==> config.mk <==
export PLATFORM = sky130hd
export DESIGN_NAME = pipeline_ctrl
export DESIGN_NICKNAME = d
export VERILOG_FILES = /design/src/rtl/pipeline_ctrl_pkg.sv /design/src/rtl/pipeline_ctrl_redirect_buffer.sv /design/src/rtl/pipeline_ctrl.sv
export SDC_FILE = /design/constraint.sdc
export NUM_CORES = 1
export LEC_CHECK = 0
export ABC_AREA = 0
export CAP_MARGIN = 5
export CELL_PAD_IN_SITES_DETAIL_PLACEMENT = 1
export CELL_PAD_IN_SITES_GLOBAL_PLACEMENT = 2
export CORE_ASPECT_RATIO = 1.4
export CORE_UTILIZATION = 15
export DETAILED_ROUTE_END_ITERATION = 8
export PLACE_DENSITY = 0.88
export SYNTH_ARGS = -nofsm -noshare
export SYNTH_HDL_FRONTEND = slang
export SYNTH_SLANG_ARGS = --single-unit
==> constraint.sdc <==
create_clock -name clk -period 1.55 [get_ports clk]
set_input_delay 0.31 -clock clk [delete_from_list [all_inputs] [get_ports clk]]
set_output_delay 0.31 -clock clk [all_outputs]
set_load 0.03 [all_outputs]
==> src/rtl/pipeline_ctrl_pkg.sv <==
// pipeline_ctrl_pkg
// Shared definitions for the five-stage core's pipeline control:
//   - address bus width and address type
//   - stage index constants (PC, IF, ID, EX, MEM) and stage count
//   - helper that locates the deepest stage currently requesting a stall
// No ports; imported by pipeline_ctrl and redirect_buffer.
package pipeline_ctrl_pkg;

  localparam int ADDR_BUS_WIDTH = 32;
  typedef logic [ADDR_BUS_WIDTH-1:0] addr_t;

  localparam int STAGE_PC    = 0;
  localparam int STAGE_IF    = 1;
  localparam int STAGE_ID    = 2;
  localparam int STAGE_EX    = 3;
  localparam int STAGE_MEM   = 4;
  localparam int STAGE_COUNT = 5;

  // Index of the deepest stage with an active stall request.
  // Returns 0 when nothing is requesting; callers must qualify with
  // the "any request" flag because index 0 is also the PC stage.
  function automatic logic [2:0] deepest_req(
    input logic req_if,
    input logic req_id,
    input logic req_ex,
    input logic req_mem
  );
    logic [2:0] idx;
    idx = 3'd0;
    if (req_if)  idx = 3'(STAGE_IF);
    if (req_id)  idx = 3'(STAGE_ID);
    if (req_ex)  idx = 3'(STAGE_EX);
    if (req_mem) idx = 3'(STAGE_MEM);
    return idx;
  endfunction

endpackage

==> src/rtl/pipeline_ctrl_redirect_buffer.sv <==
// redirect_buffer
// Holds a fetch redirect (target PC plus valid flag) until the PC unit
// accepts it, and tracks the RUN/HOLD control state.
// Ports:
//   clk            in   core clock, rising edge
//   rst            in   synchronous active-low reset
//   exception      in   MEM exception / ERET commit (accepted in any state)
//   exception_pc   in   handler / EPC target
//   mp_accept      in   mispredict already qualified by the controller
//   mispredict_pc  in   corrected branch target
//   redirect_ready in   PC unit accepts the redirect this cycle
//   redirect_valid out  registered redirect valid
//   redirect_pc    out  registered redirect target
//   hold           out  1 while a redirect is outstanding (HOLD state)
module redirect_buffer
  import pipeline_ctrl_pkg::*;
(
  input  logic  clk,
  input  logic  rst,
  input  logic  exception,
  input  addr_t exception_pc,
  input  logic  mp_accept,
  input  addr_t mispredict_pc,
  input  logic  redirect_ready,
  output logic  redirect_valid,
  output addr_t redirect_pc,
  output logic  hold
);

  localparam logic [0:0] ST_RUN  = 1'b0;
  localparam logic [0:0] ST_HOLD = 1'b1;

  logic [0:0] state_reg;
  logic [0:0] state_next;
  logic       valid_reg;
  logic       valid_next;
  addr_t      pc_reg;
  addr_t      pc_next;

  always_comb begin
    state_next = state_reg;
    valid_next = valid_reg;
    pc_next    = pc_reg;
    case (state_reg)
      ST_RUN: begin
        // Exception wins over a simultaneous mispredict.
        if (exception) begin
          state_next = ST_HOLD;
          valid_next = 1'b1;
          pc_next    = exception_pc;
        end else if (mp_accept) begin
          state_next = ST_HOLD;
          valid_next = 1'b1;
          pc_next    = mispredict_pc;
        end
      end
      ST_HOLD: begin
        // A new exception replaces the pending target even in the
        // handshake cycle; the old target is then simply dropped.
        if (exception) begin
          valid_next = 1'b1;
          pc_next    = exception_pc;
        end else if (valid_reg && redirect_ready) begin
          state_next = ST_RUN;
          valid_next = 1'b0;
        end
        // Mispredicts in HOLD are wrong-path and ignored.
      end
      default: begin
        state_next = ST_RUN;
        valid_next = 1'b0;
      end
    endcase
  end

  always_ff @(posedge clk) begin
    if (!rst) begin
      state_reg <= ST_RUN;
      valid_reg <= 1'b0;
      pc_reg    <= '0;
    end else begin
      state_reg <= state_next;
      valid_reg <= valid_next;
      pc_reg    <= pc_next;
    end
  end

  assign redirect_valid = valid_reg;
  assign redirect_pc    = pc_reg;
  assign hold           = (state_reg == ST_HOLD);

endmodule

==> src/rtl/pipeline_ctrl.sv <==
// pipeline_ctrl
// Central stall/flush/redirect controller for the five-stage in-order
// core. Merges per-stage stall requests, EX mispredicts and MEM
// exception/ERET redirects into one stall vector and one flush vector
// (bit k acts on the register at the output of stage k: PC, IF, ID, EX,
// MEM) and buffers the fetch redirect until the PC unit accepts it.
// Optional feature macro: STALL_PERF_EN (front-end stall cycle counter;
// when undefined stall_cycles is tied to zero and no counter is built).
// Ports:
//   clk            in   core clock
//   rst            in   synchronous active-low reset
//   stall_req_if   in   I-cache miss
//   stall_req_id   in   load-use hazard
//   stall_req_ex   in   multi-cycle mul/div busy
//   stall_req_mem  in   D-cache miss
//   mispredict     in   EX branch mispredict (held by EX while stalled)
//   mispredict_pc  in   corrected branch target
//   exception      in   MEM commits exception or ERET
//   exception_pc   in   handler / EPC target
//   redirect_ready in   PC unit accepts the redirect
//   stall          out  [4:0] hold register at output of stage k
//   flush          out  [4:0] bubble register at output of stage k
//   redirect_valid out  registered redirect valid
//   redirect_pc    out  registered redirect target
//   stall_cycles   out  [31:0] saturating count of cycles with stall[0]
module pipeline_ctrl
  import pipeline_ctrl_pkg::*;
(
  input  logic        clk,
  input  logic        rst,
  input  logic        stall_req_if,
  input  logic        stall_req_id,
  input  logic        stall_req_ex,
  input  logic        stall_req_mem,
  input  logic        mispredict,
  input  logic [ADDR_BUS_WIDTH-1:0] mispredict_pc,
  input  logic        exception,
  input  logic [ADDR_BUS_WIDTH-1:0] exception_pc,
  input  logic        redirect_ready,
  output logic [4:0]  stall,
  output logic [4:0]  flush,
  output logic        redirect_valid,
  output logic [ADDR_BUS_WIDTH-1:0] redirect_pc,
  output logic [31:0] stall_cycles
);

  logic       any_req;
  logic [2:0] deepest;
  logic [STAGE_COUNT-1:0] req_mask;
  logic       hold;
  logic       mp_accept;

  assign any_req = stall_req_if | stall_req_id | stall_req_ex | stall_req_mem;
  assign deepest = deepest_req(stall_req_if, stall_req_id, stall_req_ex, stall_req_mem);

  // Everything at or upstream of the deepest requesting stage holds.
  // The bubble into the first non-stalled stage falls out of the
  // stall/next-stall pairing in the pipeline registers themselves.
  generate
    for (genvar gi = 0; gi < STAGE_COUNT; gi++) begin : g_mask
      localparam logic [2:0] STAGE_IDX = 3'(gi);
      assign req_mask[gi] = any_req && (STAGE_IDX <= deepest);
    end
  endgenerate

  always_comb begin
    stall     = '0;
    flush     = '0;
    mp_accept = 1'b0;
    if (!rst) begin
      flush = 5'b11111;
    end else if (exception) begin
      // Exception overrides every stall and mispredict.
      flush = 5'b11111;
    end else begin
      stall = req_mask;
      if (hold) begin
        // PC must not self-increment and anything fetched meanwhile is
        // wrong-path until the redirect is taken.
        stall[STAGE_PC] = 1'b1;
        flush[STAGE_IF] = 1'b1;
      end else if (mispredict && !req_mask[STAGE_EX]) begin
        // While EX is stalled the branch is re-presented later.
        mp_accept       = 1'b1;
        flush[STAGE_IF] = 1'b1;
        flush[STAGE_ID] = 1'b1;
      end
    end
  end

  redirect_buffer u_redirect_buffer (
    .clk            (clk),
    .rst            (rst),
    .exception      (exception),
    .exception_pc   (exception_pc),
    .mp_accept      (mp_accept),
    .mispredict_pc  (mispredict_pc),
    .redirect_ready (redirect_ready),
    .redirect_valid (redirect_valid),
    .redirect_pc    (redirect_pc),
    .hold           (hold)
  );

`ifdef STALL_PERF_EN
  logic [31:0] stall_cycles_reg;

  always_ff @(posedge clk) begin
    if (!rst) begin
      stall_cycles_reg <= '0;
    end else if (stall[STAGE_PC] && (stall_cycles_reg != 32'hFFFF_FFFF)) begin
      stall_cycles_reg <= stall_cycles_reg + 32'd1;
    end
  end

  assign stall_cycles = stall_cycles_reg;
`else
  assign stall_cycles = 32'd0;
`endif

endmodule

Word-level counts from Yosys, hierarchy flattened
Cells that the tools add are included.

Add/sub/neg operators: 0. Multipliers: 0. Div/mod/pow operators: 0. Magnitude comparators: 5. Eq/ne operators: 3. Shift-type cells: 0. Mux-type cells: 32. Bitwise logic cells: 4. Reductions and logical operators: 10.

Operators by type and width (number): two-way mux 32 bit (3); one-hot mux 32 bit (2 select lines) (1); two-way mux 1 bit (17); two-way mux 5 bit (3); two-way mux 3 bit (3); logical AND 1 bit (7); <= comparator 1 x 3 -> 1 bit (first input constant) (2); <= comparator 2 x 3 -> 1 bit (first input constant) (2); two-way mux 2 bit (3); != test 3 bit (second input constant) (2); one-hot mux 1 bit (2 select lines) (2); AND reduction 2 bit (2); <= comparator 3 bit (first input constant) (1); bitwise OR 1 bit (3); != test 2 bit (second input constant) (1); logical NOT 1 bit (1); inverter 1 bit (1).

Register bits after elaboration: 34. Bits in latches: 0. Bits in writable memories: 0. Bits in read-only memories: 0. Output and inout port bits: 75. Logic and storage cells: 57. Memories: 0.

Logic depth before layout (Yosys ltp)
Word-level depth: 15. Depth in mapped cells: 5. Gate-level depth less buffers: 3.

Hierarchy
Synthesis repeated with hierarchy kept, for this count alone.

Cells, all modules: 203. Area total of the unflattened synthesis: 1830.5 um^2.

By module, submodules not included: redirect_buffer (instances 1, cells each 152, area an instance 1478.9 um^2, seq. area each 680.7 um^2); pipeline_ctrl (instances 1, cells each 51, area an instance 351.6 um^2, seq. area each 0.0 um^2).

Worst setup path before layout
Ideal clock, no wire load.

Kind: in2out. From: input port rst. To: output port stall[0]. Data arrival time: 1430 ps. Data required time: 1240 ps. Path slack: -190 ps. Cell stages on the path: 3. Path buffers: 1. Cell sequence: clkbuf_1 > nand2_1 > a21oi_1.

Word-level cells in the longest chain between the ends: 1.

Ends and longest elaborated chain: start: declaration (line pipeline_ctrl.sv:30) `input logic rst,`; two-way mux 5 bit (line pipeline_ctrl.sv:70) `if (!rst) begin`; end: declaration (line pipeline_ctrl.sv:40) `output logic [4:0] stall,`.

No other way between the ends.

Worst setup path after layout
From: register u_redirect_buffer.state_reg (netlist: u_redirect_buffer.hold). To: output port flush[2].

Word-level cells in the longest chain between the ends: 3.

Ends and longest elaborated chain: start: declaration (line pipeline_ctrl_redirect_buffer.sv:33) `logic [0:0] state_reg;`; start signal: assignment (line pipeline_ctrl_redirect_buffer.sv:82) `state_reg <= state_next;`; two-way mux 1 bit (line pipeline_ctrl.sv:77) `if (hold) begin`; two-way mux 2 bit (line pipeline_ctrl.sv:72) `end else if (exception) begin`; two-way mux 5 bit (line pipeline_ctrl.sv:70); end: declaration (line pipeline_ctrl.sv:41) `output logic [4:0] flush,`.

No other way between the ends.

==> flow_summary.ini <==
[status]
run_status = complete, but fails checks
violations = negative setup slack

[clock_network]
clk_pin_slew_worst_paths_ns = 0.05
cts_tree = done
numCtsBuffers = 5
cts_root_buffer = clkbuf_16
clock_latency_ns = 0.28
clkSinkCount = 34
cts_max_level = 2
clock_path_buffers = 2

[drt]
drtPass1Iterations = 4
finalWirelength_mm = 7.29
dr.first_iter.drc_count = 40
vias = 2067
wl_per_cell_um = 14.5
via_per_inst = 4.12
ant_nets = 0
route.detailed.drc = 0

[setup_path]
cp-start-kind = flip-flop
arrival_ns = 1.34
r2r_setup_slack_ns = 0.06
cp-endpoint = flush[2]
crit_type = reg -> out
ff2ff_path_depth = 6
reg2reg_from = u_redirect_buffer.hold
cp-end-kind = output port
cp.required_ns = 1.24
regToRegEndpoint = u_redirect_buffer.redirect_pc[27]
cp_max_fo = 2
startpoint = u_redirect_buffer.hold

[global_routing]
grt_pass1_vias = 2137
grt_first_pass_wirelength_mm = 10.7
grtUsageMet1_pct = 11.2
met2_usage_pct = 22.9
grt_use_met3_pct = 2.88
antenna_found_initial = 0
busiest_layer = met2
grt_max_degree = 37
grt-ovfl-total = 0
grt_use_total_pct = 11.5

[logic_synthesis]
async_flop_share_pct = 0
syn_area_um2 = 1790
yosysWarnings = 0
ys_ff_latch = 34
ys_seq_area_share_pct = 38.1
synth_adder_area_share_pct = 0
yosys.area.top_type_share_pct = 38.1
synth_compound_area_share_pct = 21.7
muxShareOfSynthArea_pct = 0
synth_top_family_by_area = compound AO/OA/AOI/OAI gates
synth_xor_area_share_pct = 0
post-synth-top-area-cell = dfxtp_1
syn-instance-count = 236
synth_simple_gate_area_share_pct = 18.9
avgSynthCellArea_um2 = 7.57
yosysUniqueCellTypes = 24
synth_edf_count = 0
synth_flop_cell = dfxtp_1
yosys-top-cells-area = dfxtp_1 (38%), buf_4 (14%), nand2_1 (14%)

[layout]
drive_above_1_share_pct = 14.5
final_cell_mix = nand2_1 (65), clkdlybuf4s50_1 (65), dlygate4sd2_1 (36)
fin_nets = 430
syn_to_final_growth_pct = 81.3
diodes = 0
fillerInstances = 1385

[floorplanning]
start_util_pct = 15.6
die_h_um = 131
core_area_um2 = 11500
pin_count = 148
fp-row-count = 46
dieArea_um2 = 12300
dieWidth_um = 94.2

[timing]
worst_hold_slack_ns = 0.435
timing.final.crit_share_pct = 106
finalSetupViolCount = 1
setup_slack_ns = -0.0966
maxSlewViolCount = 0
hold_violations = 0
fmax_mhz = 607
setup_tns_ns = -0.0966
fin_crit_ns = 1.65
rsz0062_at_grt = true
fin_skew_ns = 0.00456

[worst_hold_path]
hp-class = in -> reg

[placement]
portBuffers = 115
hpwl_mm = 4.90
gp_congestion = 0.720
dp_slack_ns = -0.747

[power_and_ir_drop]
p_leak_nw = 1.38
ir_worst_vdd_uv = 391
power_density_nw_per_um2 = 871

[job]
max_cap_viol_count = 0
timing repair:
item / CTS / global route
hold buffers: 0 / 0
setup endpoints to repair: 76 / 7
gates cloned: 1 / 0
setup buffers: 5 / 1
resized for setup: 71 / 4
pin swaps: 4 / 2
registers in the layout (all words and copies together), names as in the netlist:
name / count
u_redirect_buffer.redirect_pc: 32
u_redirect_buffer.hold: 1
u_redirect_buffer.redirect_valid: 1
per-stage QoR:
stage               total power, mW  cell area, µm²  instances  util, %
floorplan                      1.47            1930        267        -
global placement               1.79            2990        488     26.1
detailed placement             1.81            2990        488     26.1
CTS                            2.88            3230        502     28.2
global route                   2.97            3240        502     28.3
finish                         2.82            3240        502     28.3
synth_stat cells, types with 2 or more instances:
| cell type | instances |
|---|---|
| a31oi_1 | 32 |
| buf_2 | 3 |
| buf_4 | 34 |
| buf_8 | 3 |
| clkbuf_1 | 11 |
| dfxtp_1 | 34 |
| inv_1 | 2 |
| nand2_1 | 66 |
| nor2_1 | 4 |
| o21ai_0 | 33 |
routing by layer:
layer	share of wire [%]	vias to the layer above	wire, µm
li1	-	982	-
met1	39	967	2830
met2	52	111	3830
met3	7.2	7	526
met4	1.4	0	104
met5	0	-	0
cells by family (layout without fill, tap and decap cells):
group	after synthesis	after routing
DFF	34	34
other	1	32
buffers and inverters	54	145
AOI/OAI and AO/OA	68	68
and+or+nand+nor	79	79
worst min-delay path by stage:
| stage | start | end | slack (ns) | cells after the start |
|---|---|---|---|---|
| after floorplan | mispredict_pc[10] | u_redirect_buffer.redirect_pc[10] | 0.46 | 2 |
| after global placement | u_redirect_buffer.redirect_pc[3] | u_redirect_buffer.redirect_pc[3] | 0.46 | 2 |
| after detailed placement | u_redirect_buffer.redirect_pc[12] | u_redirect_buffer.redirect_pc[12] | 0.47 | 2 |
| after CTS | exception | u_redirect_buffer.hold | 0.45 | 2 |
| after global routing | exception | u_redirect_buffer.hold | 0.45 | 2 |
| final | exception | u_redirect_buffer.hold | 0.43 | 2 |
layout make-up:
class	count	area (µm²)	area share (%)
Multi-Input combinational cell	179	896	27.7
Clock inverter	2	12.5	0.387
Tap cell	144	180	5.57
Inverter	2	7.51	0.232
Timing Repair Buffer	135	1320	40.8
Clock buffer	6	139	4.29
Sequential cell	34	682	21.1
critical path: stages (launching register included):
cell and delay [ns]:
dfxtp_2 0.32, or4b_4 0.53, nand3_4 0.08, buf_6 0.13
power breakdown:
part,switching (mW),internal (mW)
Combinational,0.469,0.345
Sequential,0.0318,0.941
Clock,0.397,0.636
(Power assumes the default switching activity.)
